==> config.mk <==
export PLATFORM = sky130hd
export DESIGN_NAME = ps2_teclado_rx
export DESIGN_NICKNAME = d
export VERILOG_FILES = /design/src/rtl/ps2_teclado_rx_pkg.sv /design/src/rtl/ps2_filtro.sv /design/src/rtl/ps2_teclado_rx.sv
export SDC_FILE = /design/constraint.sdc
export NUM_CORES = 1
export LEC_CHECK = 0
export ABC_CLOCK_PERIOD_IN_PS = 2400
export CAP_MARGIN = 20
export CORE_UTILIZATION = 40
export DETAILED_ROUTE_END_ITERATION = 10
export GPL_TIMING_DRIVEN = 1
export SLEW_MARGIN = 25
export SYNTH_ARGS = -nofsm -noshare
export SYNTH_HDL_FRONTEND = slang
export SYNTH_SLANG_ARGS = --single-unit
==> constraint.sdc <==
create_clock -name clk -period 2.4 [get_ports clk]
set_clock_uncertainty 0.1 [all_clocks]
set_input_delay 0.24 -clock clk [delete_from_list [all_inputs] [get_ports clk]]
set_output_delay 0.24 -clock clk [all_outputs]
set_load 0.005 [all_outputs]
==> src/rtl/ps2_teclado_rx_pkg.sv <==
// rtl/ps2_teclado_rx_pkg.sv - shared constants, FSM states and frame check for the PS/2 receiver
package ps2_teclado_rx_pkg;

  localparam logic [7:0] PS2_PFX_EXT    = 8'hE0;
  localparam logic [7:0] PS2_PFX_BRK    = 8'hF0;
  localparam int         PS2_FRAME_BITS = 11;

  typedef enum logic [1:0] {
    IDLE  = 2'd0,
    RECV  = 2'd1,
    CHECK = 2'd2
  } ps2_state_t;

  // fr holds {stop, parity, d7..d0}; odd parity over data+parity and a high stop bit
  function automatic logic frame_ok(input logic [9:0] fr);
    return (^fr[8:0]) & fr[9];
  endfunction

endpackage

==> src/rtl/ps2_filtro.sv <==
// rtl/ps2_filtro.sv - PS/2 line synchronizer, ps2_clk debouncer and falling-edge strobe
module ps2_filtro #(
  parameter int FILTER_LEN = 8
) (
  input  logic clk,
  input  logic reset,
  input  logic ps2_clk,
  input  logic ps2_data,
  output logic clk_f,
  output logic fall,
  output logic dat_s
);

  localparam int CW = $clog2(FILTER_LEN + 1);
  localparam logic [CW-1:0] CNT_LAST = CW'(FILTER_LEN - 1);

  logic [1:0]    clk_sync;
  logic [1:0]    dat_sync;
  logic [CW-1:0] cnt;
  logic          clk_s;

  assign clk_s = clk_sync[1];
  assign dat_s = dat_sync[1];

  // two-flop synchronizers; both lines idle high on an open-collector bus
  always_ff @(posedge clk) begin
    if (reset) begin
      clk_sync <= 2'b11;
      dat_sync <= 2'b11;
    end else begin
      clk_sync <= {clk_sync[0], ps2_clk};
      dat_sync <= {dat_sync[0], ps2_data};
    end
  end

  // accept a new ps2_clk level only after it has differed from clk_f for FILTER_LEN cycles
  always_ff @(posedge clk) begin
    if (reset) begin
      clk_f <= 1'b1;
      cnt   <= '0;
      fall  <= 1'b0;
    end else begin
      fall <= 1'b0;
      if (clk_s == clk_f) begin
        cnt <= '0;
      end else if (cnt == CNT_LAST) begin
        clk_f <= clk_s;
        fall  <= clk_f & ~clk_s;
        cnt   <= '0;
      end else begin
        cnt <= cnt + 1'b1;
      end
    end
  end

endmodule

==> src/rtl/ps2_teclado_rx.sv <==
// rtl/ps2_teclado_rx.sv - PS/2 keyboard receiver with prefix stripping and sticky new_data
module ps2_teclado_rx #(
  parameter int FILTER_LEN  = 8,
  parameter int TIMEOUT_CYC = 200000
) (
  input  logic       clk,
  input  logic       reset,
  input  logic       ps2_clk,
  input  logic       ps2_data,
  input  logic       ack,
  output logic [7:0] data,
  output logic       new_data,
  output logic       released,
  output logic       extended,
  output logic       overrun,
  output logic       frame_err,
  output logic       busy
);

  import ps2_teclado_rx_pkg::*;

  localparam logic [17:0] TO_LAST  = 18'(TIMEOUT_CYC - 1);
  localparam logic [3:0]  LAST_BIT = 4'(PS2_FRAME_BITS - 2);

  ps2_state_t  state;
  logic [9:0]  shreg;
  logic [3:0]  bitcnt;
  logic [17:0] tocnt;
  logic        ext_pend;
  logic        brk_pend;
  logic        fall;
  logic        dat_s;
  logic        clk_f_unused;
  logic [7:0]  code;

  assign code = shreg[7:0];
  assign busy = (state != IDLE);

  ps2_filtro #(.FILTER_LEN(FILTER_LEN)) u_filtro (
    .clk      (clk),
    .reset    (reset),
    .ps2_clk  (ps2_clk),
    .ps2_data (ps2_data),
    .clk_f    (clk_f_unused),
    .fall     (fall),
    .dat_s    (dat_s)
  );

  // frame FSM: start detection, bit shifting, timeout, then one cycle of frame evaluation
  always_ff @(posedge clk) begin
    if (reset) begin
      state     <= IDLE;
      shreg     <= '0;
      bitcnt    <= '0;
      tocnt     <= '0;
      ext_pend  <= 1'b0;
      brk_pend  <= 1'b0;
      data      <= 8'h00;
      new_data  <= 1'b0;
      released  <= 1'b0;
      extended  <= 1'b0;
      overrun   <= 1'b0;
      frame_err <= 1'b0;
    end else begin
      frame_err <= 1'b0;
      if (ack) begin
        new_data <= 1'b0;
        overrun  <= 1'b0;
      end
      case (state)
        IDLE: begin
          tocnt <= '0;
          // a high data bit on the first fall is a false start and is silently dropped
          if (fall && !dat_s) begin
            state  <= RECV;
            bitcnt <= '0;
          end
        end
        RECV: begin
          if (fall) begin
            shreg  <= {dat_s, shreg[9:1]};
            bitcnt <= bitcnt + 4'd1;
            tocnt  <= '0;
            if (bitcnt == LAST_BIT) state <= CHECK;
          end else if (tocnt == TO_LAST) begin
            frame_err <= 1'b1;
            state     <= IDLE;
          end else if (tocnt != '1) begin
            tocnt <= tocnt + 18'd1;
          end
        end
        CHECK: begin
          state <= IDLE;
          tocnt <= '0;
          if (!frame_ok(shreg)) begin
            frame_err <= 1'b1;
            ext_pend  <= 1'b0;
            brk_pend  <= 1'b0;
          end else if (code == PS2_PFX_EXT) begin
            ext_pend <= 1'b1;
          end else if (code == PS2_PFX_BRK) begin
            brk_pend <= 1'b1;
          end else begin
            data     <= code;
            released <= brk_pend;
            extended <= ext_pend;
            new_data <= 1'b1;
            // a coincident ack consumes the old code, so the new one is not an overrun
            overrun  <= !ack && (overrun || new_data);
            ext_pend <= 1'b0;
            brk_pend <= 1'b0;
          end
        end
        default: state <= IDLE;
      endcase
    end
  end

endmodule

==> results.cfg <==
[place]
dp_hpwl_mm = 4.16
place_congestion = 0.781
io_buffers = 18
dp_cells = 452
pre_cts_ws_ns = 0.216

[timing]
final.min_clock_period_ns = 2.21
slew_headroom = 0.624
grt_setup_unrepaired = false
worst_slack_ns = 0.193
post-route-period-util = 0.920
hold_viol = 0
worst_pin_slew_ns = 0.563
setup_tns_ns = 0
drv_slew = 0
fmax_mhz = 453
setup_violations = 0
hold_slack_ns = 0.313

[finish]
area_delta_synth_final_pct = 17.1
antenna_cells = 0
final_common_cell = dfxtp_1
drive_above_1_share = 0.136
register_area_um2 = 1180
fillers = 693
final_nets = 383
instances_no_fill = 468
layout_common_cells = dfxtp_1 (59), nand2_1 (46), nor2_1 (34)
multi_input_area_um2 = 1650

[synth]
syn_area_per_cell_um2 = 8.75
async_reset_ff_frac = 0
yosysWarnings = 0
synth.distinct_cells = 59
synth-main-ff-cell = dfxtp_1
netlist_instances = 342
ys_ff_latch = 59
syn_area_um2 = 2990
seq_area_frac_synth = 0.395
synth_fp_nets = 361
synth_edf_count = 0

[global_route]
overflow = 0
grt_usage = 0.177
grt_pass1_vias = 2200
antenna_found_initial = 0
grt_max_degree = 52
grt_first_pass_wirelength_mm = 10.5

[clock_network]
insertion_delay_ns = 0.35
clockRootBuffer = clkbuf_8
cts.repair.resized = 0
cts_tree = built
holdBufCountCts = 0
cts_setup_buffers = 0
numCtsBuffers = 9
cts.path.max_buffers = 2
clk_pin_slew_ns = 0.07
clock_sinks = 59
htreeDepth = 3

[detailed_routing]
num_vias = 2480
wl_per_cell_um = 13.2
drt_iter0_markers = 139
drt_pass1_iterations = 4
viasPerCell = 5.30
drc = 0
totalWireLength_mm = 6.19
antenna_left = 0

[critical_path]
worstPathArrival_ns = 2.33
cp-end-kind = flop
cp-start-kind = flop
critPathKind = reg -> reg
crit_required_ns = 2.52
cp_max_fo = 8

[power]
peakVddDrop_mv = 0.375
p_per_area_nw_per_um2 = 562
internal-power_mw = 1.49
power_mw = 1.97
p_switching_uw = 481
p_sw_frac = 0.245
power_frac_clock = 0.484
power_frac_comb = 0.017
seqPwrFrac = 0.499
leakagePower_nw = 1.36

[floorplanning]
initial_core_util = 0.413
die_h_um = 88.5
core_area_um2 = 7250
ios = 19
dieArea_um2 = 7830
row_count = 31
die_w_um = 88.5

[flow_run]
cap_viol_max_count = 0

[min_path]
min_path_type = reg -> reg

[outcome]
status = completed
-- critical path: stages, from the launching register on --
cell     delay (ns)
dfxtp_1        0.34
ha_1           0.31
xnor3_1        0.37
xnor2_1        0.24
and4_1         0.27
buf_4          0.20
mux2i_1        0.20
nor2_1         0.05
-- through the flow --
stage,instance area [um^2],util
floorplan,2990,-
global placement,3300,0.455
detailed placement,3300,0.455
CTS,3500,0.483
global route,3500,0.483
finish,3500,0.483
-- cell type report --
class | instances | share of cell area
sequential | 59 | 0.337
tap | 99 | 0.0353
multi-input combinational | 248 | 0.472
inverter | 15 | 0.0161
timing repair buffer | 31 | 0.0814
clock inverter | 7 | 0.0232
clock buffer | 9 | 0.0353
-- logic make-up (layout without fill, tap and decap cells) --
| group | after synthesis | count (layout) | share of synthesized area |
|---|---|---|---|
| adder cells (fa/ha/maj) | 14 | 14 | 0.0585 |
| multiplexers | 11 | 11 | 0.0372 |
| flip-flops | 59 | 59 | 0.395 |
| AND/OR/NAND/NOR | 142 | 142 | 0.258 |
| XOR/XNOR | 7 | 7 | 0.0251 |
| buffers and inverters | 35 | 62 | 0.0531 |
| AO/OA/AOI/OAI | 74 | 74 | 0.173 |
-- Yosys cell counts (2+ instances only) --
cell	instances	area [um^2]
ha_1	14	175
dfxtp_1	59	1180
nand3b_1	2	15.0
a31oi_1	6	37.5
o311ai_0	2	17.5
or4_1	4	30.0
and4_1	3	26.3
and3_1	6	37.5
nor3_1	7	35.0
nand4_1	6	37.5
and2_1	2	12.5
buf_6	2	22.5
buf_2	6	30.0
a21o_1	2	15.0
o31ai_1	6	45.0
mux2i_1	10	100
nor2_1	34	128
or2_2	4	25.0
o21ai_1	2	10.0
o311ai_1	7	61.3
a211oi_1	3	22.5
nand3_1	6	30.0
nand2_1	46	173
nand2b_1	2	12.5
clkbuf_1	9	33.8
xnor2_1	3	26.3
a21oi_1	27	135
inv_1	15	56.3
or3_1	6	37.5
o41ai_2	4	65.1
nand4b_1	2	17.5
xor2_1	3	26.3
o21ai_0	6	30.0
-- power by group through the flow --
stage                     clock network [mW]  logic [mW]  registers, mW
after floorplan                            0      0.0218           1.01
after global placement                     0      0.0338           1.01
after detailed placement                   0      0.0340           1.01
after CTS                              0.991      0.0338          0.983
after global routing                    1.03      0.0372          0.983
final                                  0.952      0.0334          0.983
-- layer usage --
metal	wire length [um]	global-route usage	up-vias
met1	3100	0.237	1130
met4	54	0.0572	0
met3	347	0.0644	7
met5	0	0	-
li1	-	-	1280
met2	2690	0.264	63
-- final timing paths --
check                             from              endpoint  slack [ns]  cells past startpoint
setup / recovery              shreg[6]               data[5]        0.19                      7
hold reg to reg   u_filtro.clk_sync[0]  u_filtro.clk_sync[1]        0.31                      1
hold / removal    u_filtro.clk_sync[0]  u_filtro.clk_sync[1]        0.31                      1
setup reg to reg              shreg[6]               data[5]        0.19                      7
-- registers in the layout, indices dropped and copies added (netlist names), 2 cells and up --
register           count
u_filtro.clk_sync      2
shreg                 10
tocnt                 18
state                  2
u_filtro.dat_sync      2
data                   8
bitcnt                 4
u_filtro.cnt           4
No activity file was read; power rests on OpenSTA's default activity.
